===== src/rtl/fifo_pkg.sv =====
// Shared defaults and helpers for the single-clock FIFO.
package fifo_pkg;

    localparam int unsigned FIFO_B_DEF = 32'd8;
    localparam int unsigned FIFO_W_DEF = 32'd4;

    // Accepted-operation encoding: {write accepted, read accepted}
    typedef enum logic [1:0] {
        OP_NONE = 2'b00,
        OP_RD   = 2'b01,
        OP_WR   = 2'b10,
        OP_BOTH = 2'b11
    } fifo_op_e;

    function automatic int unsigned fifo_depth(input int unsigned w);
        return 32'd1 << w;
    endfunction

endpackage


===== src/rtl/sync_fifo_if.sv =====
// Producer/consumer strobe interface of the FIFO.
interface sync_fifo_if
    import fifo_pkg::*;
#(
    parameter int unsigned B = FIFO_B_DEF
);
    logic         wr;
    logic [B-1:0] w_data;
    logic         rd;
    logic [B-1:0] r_data;
    logic         empty;
    logic         full;

    modport master (
        output wr, w_data, rd,
        input  r_data, empty, full
    );

    modport slave (
        input  wr, w_data, rd,
        output r_data, empty, full
    );
endinterface


===== src/rtl/fifo_ctrl.sv =====
// Pointer and flag controller: accept decisions, wrapping pointers, registered full/empty.
module fifo_ctrl
    import fifo_pkg::*;
#(
    parameter int unsigned W = FIFO_W_DEF
)
(
    input  logic         clk,
    input  logic         rstn_i,
    input  logic         wr_i,
    input  logic         rd_i,
    output logic [W-1:0] w_addr_o,
    output logic [W-1:0] r_addr_o,
    output logic         we_o,
    output logic         empty_o,
    output logic         full_o
);

    localparam logic [W-1:0] PTR_ONE = W'(1'b1);

    logic [W-1:0] w_ptr_q, w_ptr_d;
    logic [W-1:0] r_ptr_q, r_ptr_d;
    logic         empty_q, empty_d;
    logic         full_q, full_d;
    logic         wr_acc_s, rd_acc_s;
    logic [W-1:0] w_ptr_inc_s, r_ptr_inc_s;
    fifo_op_e     op_s;

    // A full FIFO still accepts a write when the same edge pops the head.
    assign wr_acc_s    = wr_i & (~full_q | rd_i);
    assign rd_acc_s    = rd_i & ~empty_q;
    assign op_s        = fifo_op_e'({wr_acc_s, rd_acc_s});
    assign w_ptr_inc_s = w_ptr_q + PTR_ONE;
    assign r_ptr_inc_s = r_ptr_q + PTR_ONE;

    // Next-state pointers and flags from the accepted operation
    always_comb begin
        w_ptr_d = w_ptr_q;
        r_ptr_d = r_ptr_q;
        empty_d = empty_q;
        full_d  = full_q;
        case (op_s)
            OP_WR: begin
                w_ptr_d = w_ptr_inc_s;
                empty_d = 1'b0;
                full_d  = (w_ptr_inc_s == r_ptr_q);
            end
            OP_RD: begin
                r_ptr_d = r_ptr_inc_s;
                full_d  = 1'b0;
                empty_d = (r_ptr_inc_s == w_ptr_q);
            end
            OP_BOTH: begin
                w_ptr_d = w_ptr_inc_s;
                r_ptr_d = r_ptr_inc_s;
            end
            default: begin
                w_ptr_d = w_ptr_q;
                r_ptr_d = r_ptr_q;
            end
        endcase
    end

    // State registers with asynchronous reset to the empty condition
    always_ff @(posedge clk or negedge rstn_i) begin
        if (!rstn_i) begin
            w_ptr_q <= '0;
            r_ptr_q <= '0;
            empty_q <= 1'b1;
            full_q  <= 1'b0;
        end else begin
            w_ptr_q <= w_ptr_d;
            r_ptr_q <= r_ptr_d;
            empty_q <= empty_d;
            full_q  <= full_d;
        end
    end

    assign w_addr_o = w_ptr_q;
    assign r_addr_o = r_ptr_q;
    assign we_o     = wr_acc_s;
    assign empty_o  = empty_q;
    assign full_o   = full_q;

endmodule


===== src/rtl/sync_fifo.sv =====
// Single-clock first-word-fall-through FIFO: storage array plus pointer controller.
module sync_fifo
    import fifo_pkg::*;
#(
    parameter int unsigned B = FIFO_B_DEF,
    parameter int unsigned W = FIFO_W_DEF
)
(
    input  logic        clk,
    input  logic        rstn_i,
    sync_fifo_if.slave  bus
);

    localparam int unsigned DEPTH = fifo_depth(W);

    logic [B-1:0] mem_q [DEPTH];
    logic [W-1:0] w_addr_s;
    logic [W-1:0] r_addr_s;
    logic         we_s;
    logic         empty_s;
    logic         full_s;

    fifo_ctrl #(
        .W (W)
    ) u_ctrl (
        .clk      (clk),
        .rstn_i   (rstn_i),
        .wr_i     (bus.wr),
        .rd_i     (bus.rd),
        .w_addr_o (w_addr_s),
        .r_addr_o (r_addr_s),
        .we_o     (we_s),
        .empty_o  (empty_s),
        .full_o   (full_s)
    );

    // Storage array; contents are deliberately left unreset
    always_ff @(posedge clk) begin
        if (we_s) begin
            mem_q[w_addr_s] <= bus.w_data;
        end
    end

    assign bus.r_data = mem_q[r_addr_s];
    assign bus.empty  = empty_s;
    assign bus.full   = full_s;

endmodule


===== src/flat_wrapper.sv =====
// flat-port wrapper written by rule: the top's interface ports become plain ports
module sync_fifo_flat import fifo_pkg::*;
#(
    parameter int unsigned B = FIFO_B_DEF,
    parameter int unsigned W = FIFO_W_DEF
)
  (clk, rstn_i, bus_wr, bus_w_data, bus_rd, bus_r_data, bus_empty, bus_full);
  sync_fifo_if #(.B(B)) bus_i ();
  input  logic clk;
  input  logic rstn_i;
  input wire logic [$bits(bus_i.wr)-1:0] bus_wr;
  input wire logic [$bits(bus_i.w_data)-1:0] bus_w_data;
  input wire logic [$bits(bus_i.rd)-1:0] bus_rd;
  output wire logic [$bits(bus_i.r_data)-1:0] bus_r_data;
  output wire logic [$bits(bus_i.empty)-1:0] bus_empty;
  output wire logic [$bits(bus_i.full)-1:0] bus_full;
  assign bus_i.wr = bus_wr;
  assign bus_i.w_data = bus_w_data;
  assign bus_i.rd = bus_rd;
  assign bus_r_data = bus_i.r_data;
  assign bus_empty = bus_i.empty;
  assign bus_full = bus_i.full;
  sync_fifo #(.B(B), .W(W)) u_core (.clk(clk), .rstn_i(rstn_i), .bus(bus_i));
endmodule

===== config.mk =====
export PLATFORM = sky130hd
export DESIGN_NAME = sync_fifo_flat
export DESIGN_NICKNAME = d
export VERILOG_FILES = /design/src/rtl/fifo_pkg.sv /design/src/rtl/sync_fifo_if.sv /design/src/rtl/fifo_ctrl.sv /design/src/rtl/sync_fifo.sv /design/src/flat_wrapper.sv
export SDC_FILE = /design/constraint.sdc
export NUM_CORES = 1
export LEC_CHECK = 0
export BUFFER_PORTS_ARGS = -buffer_cell sky130_fd_sc_hd__buf_2
export CAP_MARGIN = 30
export CORE_AREA = 5 5 133 135
export CTS_BUF_LIST = sky130_fd_sc_hd__clkbuf_8
export DETAILED_ROUTE_END_ITERATION = 8
export DIE_AREA = 0 0 138 140
export SKIP_CTS_REPAIR_TIMING = 1
export SYNTH_ARGS = -nofsm -noshare
export SYNTH_HDL_FRONTEND = slang
export SYNTH_SLANG_ARGS = --single-unit

===== constraint.sdc =====
create_clock -name clk -period 2.6 [get_ports clk]
set_input_delay 0.65 -clock clk [delete_from_list [all_inputs] [get_ports clk]]
set_output_delay 0.65 -clock clk [all_outputs]
set_load 0.02 [all_outputs]

==> qor.yml, run 1 <==
critical_path:
  crit_arrival_ns: 2.13
  critical_path.max_stage_delay_ns: 0.53
  path_max_fanout: 15
  path_cells: "buf_12 > buf_4 > mux4_1 > a22oi_1 > nand2_1 > buf_2"
  required_ns: 1.95
  regToRegSetupSlack_ns: 0.57
  start_kind: "flip-flop"
  path_class: "reg2out"
  critical_path.slowest_cell: "mux4_1"
  crit_path_end_kind: "output port"
finish:
  diodes: 0
  drive_gt1_share_pct: 33.8
  fillCellCount: 1524
  syn_to_final_growth_pct: 17.7
  final_cells: 554
  nNetsFinal: 340
synth:
  ys_ff_latch: 138
  synth_area_leader_cell: "edfxtp_1"
  postSynth.asyncResetShare_pct: 7.25
  yosysWarnings: 0
  synthTopCellsByArea: "edfxtp_1, mux4_2, mux4_1, dfrtp_1, a22oi_1"
  syn-cell-area_um2: 5620
  ys.flop_type: "edfxtp_1"
  syn_avg_cell_area_um2: 20.6
  synth_top_area_share_pct: 68.4
  syn_inst: 272
  synth_fp_nets: 290
  synth_edf_count: 128
  ys_types: 31
  ys_seq_area_share_pct: 72.9
detailed_routing:
  vias: 2730
  vias_per_cell: 4.93
  drc_errors: 0
  firstDrtPassIters: 4
  wirelength_mm: 11.0
  drtIter0Drc: 218
  drtAntennaViolNets: 0
  route.detailed.wl_per_inst_um: 19.9
sta:
  fmax_ghz: 0.360
  finalClockSkew_ns: 0.0132
  hold_viol_final: 0
  worst_pin_slew_ns: 0.555
  post-route-min-period_ns: 2.78
  max_slew_margin_pct: 63.0
  setup_ws_ns: -0.176
  maxSlewViolCount: 0
  fin_crit_sh_pct: 107
  rsz0062_at_grt: "true"
  finalSetupViolCount: 8
clock_network:
  cts_sinks: 138
  cts_tree: "yes"
  cts_buffers: 17
  clockBufferDepth: 2
  ctsRootBufferMaster: "clkbuf_8"
  htreeDepth: 4
  clkTransAtPathRegs_ns: 0.07
  clk_latency_ns: 0.42
global_route:
  grt_overflow: 0
  grt_max_degree: 35
  antenna_found_initial: 0
  grt_usage_pct: 11.8
  grt_pass1_vias: 3023
  grt_pass1_wl_mm: 17.3
floorplan:
  core_um2: 16300
  initial_core_util_pct: 34.3
  pin_count: 22
  std_cell_rows: 47
  die_y_um: 140
  dieWidth_um: 138
  dieArea_um2: 19300
run_status:
  outcome: "complete, but fails checks"
  failed_checks: "negative setup slack"
power_and_ir_drop:
  pwr_density_cell_nw_per_um2: 1120
  power_mw: 7.38
  leakage_nw: 2.24
  ir_drop_uv: 718
min_path:
  hp-class: "in2async"
placement:
  dp_cells: 513
  dpl_worst_slack_ns: 0.215
  io_buffers: 21
  hpwl_mm: 7.07
  gp_congestion: 0.811
flow_run:
  drv_cap: 0
power by group:
part	internal, mW	leakage, nW	switching, mW
clock	1.05	0.216	0.832
combinational	1.23	0.746	1.38
sequential	2.71	1.27	0.180
registers in the layout, indices dropped and copies added, names as in the netlist:
register	count
u_core.mem_q	128
u_core.u_ctrl.w_addr_o	4
u_core.u_ctrl.full_o	1
u_core.u_ctrl.empty_o	1
u_core.u_ctrl.r_addr_o	4
final timing paths:
| kind | cells past startpoint | startpoint | end |
|---|---|---|---|
| worst max-delay path | 6 | u_core.u_ctrl.r_addr_o[0]$_DFFE_PN0P_ | bus_r_data[3] |
| worst min-delay path | 1 | rstn_i | u_core.u_ctrl.w_addr_o[2]$_DFFE_PN0P_ |
| worst max register to register | 3 | u_core.u_ctrl.w_addr_o[2]$_DFFE_PN0P_ | u_core.mem_q[11][2]$_DFFE_PP_ |
| worst min register to register | 1 | u_core.u_ctrl.full_o$_DFFE_PN0P_ | u_core.u_ctrl.full_o$_DFFE_PN0P_ |
| max in group asynchronous | 1 | rstn_i | u_core.u_ctrl.empty_o$_DFFE_PN1P_ |
| min in group clk | 3 | bus_wr | u_core.u_ctrl.w_addr_o[2]$_DFFE_PN0P_ |
synthesized netlist by cell type (2+ instances only):
master	instances
xor2_1	5
edfxtp_1	128
a32o_1	2
and4_1	8
a22oi_1	16
buf_6	2
mux2_2	2
o211ai_1	2
inv_1	7
nand2_1	9
buf_4	3
buf_2	2
clkbuf_1	4
mux4_1	12
mux4_2	20
ha_1	6
dfrtp_1	9
and2_1	5
xnor2_1	10
nor2b_1	3
nor4b_1	5
clkbuf_2	3
metal layers:
metal	track usage, %	share of wire [%]
met3	3.82	5.2
met2	18.7	49
met5	0	0
met4	2.76	0.49
met1	16.0	45
worst max-delay path: cells and delay by family (launching register included):
kind | cells | cell delay (ns)
AOI/OAI and AO/OA | 1 | 0.20
muxes | 1 | 0.53
DFF | 1 | 0.43
and+or+nand+nor | 1 | 0.08
buffers and inverters | 3 | 0.46
cells in the final DEF (no fill, tap or decap), types with 4 or more instances in the layout:
master     Yosys  routed
clkbuf_8       0      17
and4_1         8       8
inv_1          7       8
bufinv_16      0       4
ha_1           6       6
buf_12         1       4
buf_2          2      21
a22oi_2        0       5
mux4_1        12       9
a22oi_1       16      11
mux4_2        20      23
dfrtp_1        9       8
nand2_1        9       8
and2_1         5       5
buf_4          3      20
xor2_1         5       5
clkinv_4       0       4
edfxtp_1     128     128
nor4b_2        0       4
xnor2_1       10      10
final cells by class:
cell class	count	area [um^2]	area share (%)
clock inverters	14	196	2.97
well taps	220	275	4.17
flip-flops and latches	138	4100	62.0
multi-input cells	112	1430	21.7
clock buffers	17	234	3.54
inverters	7	26.3	0.398
repair buffers	46	347	5.25
stage by stage:
step	hold WS (ns)	instance area, um^2	util, %	setup TNS, ns
detailed placement	0.538	6070	37.1	0
global route	0.0792	6610	40.4	-2.01
CTS	0.0774	6500	39.7	-1.57
floorplan	0.354	5620	-	0
finish	0.0920	6610	40.4	-1.09
global placement	0.535	6070	37.1	0
logic make-up after synthesis:
logic type,Yosys count,share of synthesized area [%]
adders and majority gates,6,1.34
AOI/OAI and AO/OA,22,3.01
buffers and inverters,22,2.34
and+or+nand+nor,35,4.01
DFF,138,72.9
xor gates and xnor gates,15,2.34
muxes,34,14.0
No activity file was read; power rests on OpenSTA's default activity.
==> run 2, diff against run 1 <==
--- a/config.mk
+++ b/config.mk
@@ -11,6 +11,7 @@
 export CTS_BUF_LIST = sky130_fd_sc_hd__clkbuf_8
 export DETAILED_ROUTE_END_ITERATION = 8
 export DIE_AREA = 0 0 138 140
+export PLACE_DENSITY = 0.6
 export SKIP_CTS_REPAIR_TIMING = 1
 export SYNTH_ARGS = -nofsm -noshare
 export SYNTH_HDL_FRONTEND = slang
==> constraint.sdc (replaced) <==
create_clock -name clk -period 2.7 [get_ports clk]
set_input_delay 0.675 -clock clk [delete_from_list [all_inputs] [get_ports clk]]
set_output_delay 0.675 -clock clk [all_outputs]
set_load 0.02 [all_outputs]
==> qor.yml, run 2 (synthesized netlist as in run 1, its figures left out) <==
run_status:
  outcome: "complete, but fails checks"  # unchanged
  failed_checks: "negative setup slack"  # unchanged
floorplan:
  std_cell_rows: 47  # unchanged
  dieArea_um2: 19300  # unchanged
  dieWidth_um: 138  # unchanged
  die_y_um: 140  # unchanged
  initial_core_util_pct: 34.3  # unchanged
  core_um2: 16300  # unchanged
  pin_count: 22  # unchanged
global_route:
  grt_pass1_vias: 2906  # was 3023
  grt_usage_pct: 11.9  # was 11.8%
  grtUsageMet1_pct: 15.6  # was 16.0%
  antenna_found_initial: 0  # unchanged
  grt_max_degree: 29  # was 35
  grt_pass1_wl_mm: 17.1  # was 17.3 mm
  grtUsageMet3_pct: 3.31  # was 3.82%
  grt_busiest_layer: "met2"  # unchanged
  grt_overflow: 0  # unchanged
  grtUsageMet2_pct: 19.3  # was 18.7%
finish:
  drive_gt1_share_pct: 39.2  # was 33.8%
  top_register: "u_core.mem_q"  # unchanged
  fin_util_pct: 40.9  # was 40.4%
  mostFrequentLayoutCells: "edfxtp_1, mux4_2, buf_4, clkbuf_8"  # was edfxtp_1, mux4_2, buf_2, buf_4, clkbuf_8
  syn_to_final_growth_pct: 19.1  # was 17.7%
  diodes: 0  # unchanged
  layout_commonest_cell: "edfxtp_1"  # unchanged
  largest_reg_flops: 128  # unchanged
  nNetsFinal: 345  # was 340
min_path:
  hp-class: "in2async"  # unchanged
detailed_routing:
  route.detailed.wl_per_inst_um: 20.2  # was 19.9 um
  drc_errors: 0  # unchanged
  wirelength_mm: 11.3  # was 11.0 mm
  drtAntennaViolNets: 0  # unchanged
  drtIter0Drc: 252  # was 218
  vias_per_cell: 4.99  # was 4.93
  vias: 2789  # was 2730
  firstDrtPassIters: 4  # unchanged
critical_path:
  critPathTopFamily: "multiplexers"  # unchanged
  path_buf_inv: 2  # was 3
  rr_endpoint: "u_core.mem_q[10][4]$_DFFE_PP_"  # was u_core.mem_q[11][2]$_DFFE_PP_
  cp-startpoint: "u_core.u_ctrl.r_addr_o[0]$_DFFE_PN0P_"  # unchanged
  path_class: "reg2out"  # unchanged
  reg2reg_depth: 4  # was 3
  crit_path_end: "bus_r_data[3]"  # unchanged
  critical_path.slowest_cell: "mux4_1"  # unchanged
  critical_path.max_stage_delay_ns: 0.58  # was 0.53 ns
  crit_arrival_ns: 2.19  # was 2.13 ns
  path_cells: "clkbuf_16 > mux4_1 > a22oi_2 > nand2_1 > buf_6"  # was buf_12 > buf_4 > mux4_1 > a22oi_1 > nand2_1 > buf_2
  crit_path_end_kind: "output port"  # unchanged
  worst-path-stages: 5  # was 6
  required_ns: 2.03  # was 1.95 ns
  path_max_fanout: 7  # was 15
  regToRegSetupSlack_ns: 0.51  # was 0.57 ns
  rr_startpoint: "u_core.u_ctrl.w_addr_o[3]$_DFFE_PN0P_"  # was u_core.u_ctrl.w_addr_o[2]$_DFFE_PN0P_
  start_kind: "flip-flop"  # unchanged
power_and_ir_drop:
  power_mw: 7.25  # was 7.38 mW
  leakage_nw: 2.23  # was 2.24 nW
  pwr_density_cell_nw_per_um2: 1090  # was 1120 nW/um^2
  p_sw_share_pct: 32.7  # was 32.4%
  seqPwrFrac_pct: 39.0  # was 39.2%
  p_int_mw: 4.88  # was 4.99 mW
  ir_drop_uv: 847  # was 718 uV
  switchingPower_mw: 2.37  # was 2.39 mW
  p_comb_share_pct: 39.7  # was 35.4%
  clock_power_share_pct: 21.4  # was 25.5%
clock_network:
  ctsRootBufferMaster: "clkbuf_8"  # unchanged
  cts_buffers: 17  # unchanged
  htreeDepth: 4  # unchanged
  cts_sinks: 138  # unchanged
  clkTransAtPathRegs_ns: 0.07  # about the same
  clockBufferDepth: 2  # unchanged
  cts_tree: "yes"  # unchanged
  clk_latency_ns: 0.42  # about the same
sta:
  rsz0062_at_grt: "true"  # unchanged
  fmax_ghz: 0.348
  max_slew_margin_pct: 63.2  # was 63.0%
  post-route-min-period_ns: 2.87
  hold_viol_final: 0  # unchanged
  finalClockSkew_ns: 0.00709  # was 0.0132 ns
  finalSetupViolCount: 8  # unchanged
  setup_ws_ns: -0.170  # was -0.176 ns
  worst_pin_slew_ns: 0.553  # was 0.555 ns
  fin_crit_sh_pct: 106
  maxSlewViolCount: 0  # unchanged
placement:
  dpl_worst_slack_ns: 0.181  # was 0.215 ns
  io_buffers: 21  # unchanged
  gp_congestion: 0.826  # was 0.811
  hpwl_mm: 7.08  # was 7.07 mm
flow_run:
  drv_cap: 0  # unchanged
==> run 2: changes by cell type in the layout (fill, tap and decap cells not counted), sizes merged <==
cell,previous run,this run
buf,46,50
bufinv,4,2
clkbuf,17,18
clkinv,5,9
clkinvlp,1,3
inv,11,7
==> run 2: power by group through the flow <==
stage	Sequential, mW	Combinational, mW	Clock, mW
floorplan	2.75	1.68	0
global placement	2.85	2.32	0
detailed placement	2.86	2.34	0
CTS	2.82	2.35	1.58
global route	2.85	3.08	1.70
finish	2.83	2.88	1.55
==> run 2: metal layers <==
metal  part of all wire [%]  routed length (um)  vias to the layer above
met5                      0                   0                        -
met4                    1.1                 123                        0
met3                    5.8                 654                        9
met2                     49                5500                       78
met1                     44                5000                     1471
li1                       -                   -                     1231
==> run 2: worst min path at each step <==
stage                       from                                    end  slack [ns]  depth (start not counted)
final                     rstn_i       u_core.u_ctrl.full_o$_DFFE_PN0P_        0.10                          1
after global routing      rstn_i  u_core.u_ctrl.r_addr_o[1]$_DFFE_PN0P_        0.09                          1
after CTS                 rstn_i  u_core.u_ctrl.r_addr_o[1]$_DFFE_PN0P_        0.09                          1
after detailed placement  rstn_i  u_core.u_ctrl.r_addr_o[1]$_DFFE_PN0P_        0.55                          1
after global placement    rstn_i  u_core.u_ctrl.r_addr_o[1]$_DFFE_PN0P_        0.55                          1
after floorplan           rstn_i       u_core.u_ctrl.full_o$_DFFE_PN0P_        0.38                          0
==> run 2: through the flow <==
step	instances	TNS, ns	hold slack [ns]	area [um^2]
after CTS	546	-1.96	0.0879	6450
after detailed placement	515	0	0.553	6080
after floorplan	272	0	0.379	5620
after global routing	559	-1.70	0.0915	6690
final	559	-0.899	0.105	6690
after global placement	515	0	0.552	6080
==> run 2: area by class of cell <==
class | instances | area (um^2)
fill | 1507 | 9660
sequential | 138 | 4100
multi-input combinational | 112 | 1460
timing repair buffer | 51 | 463
tap | 220 | 275
clock buffer | 17 | 234
clock inverter | 14 | 133
inverter | 7 | 26.3
==> run 2: worst reg2reg max path, stage by stage, from the launching register on <==
cell       delay (ns)
dfrtp_1          0.61
inv_1            0.17
a2111oi_0        0.40
buf_4            0.19
and2_1           0.46
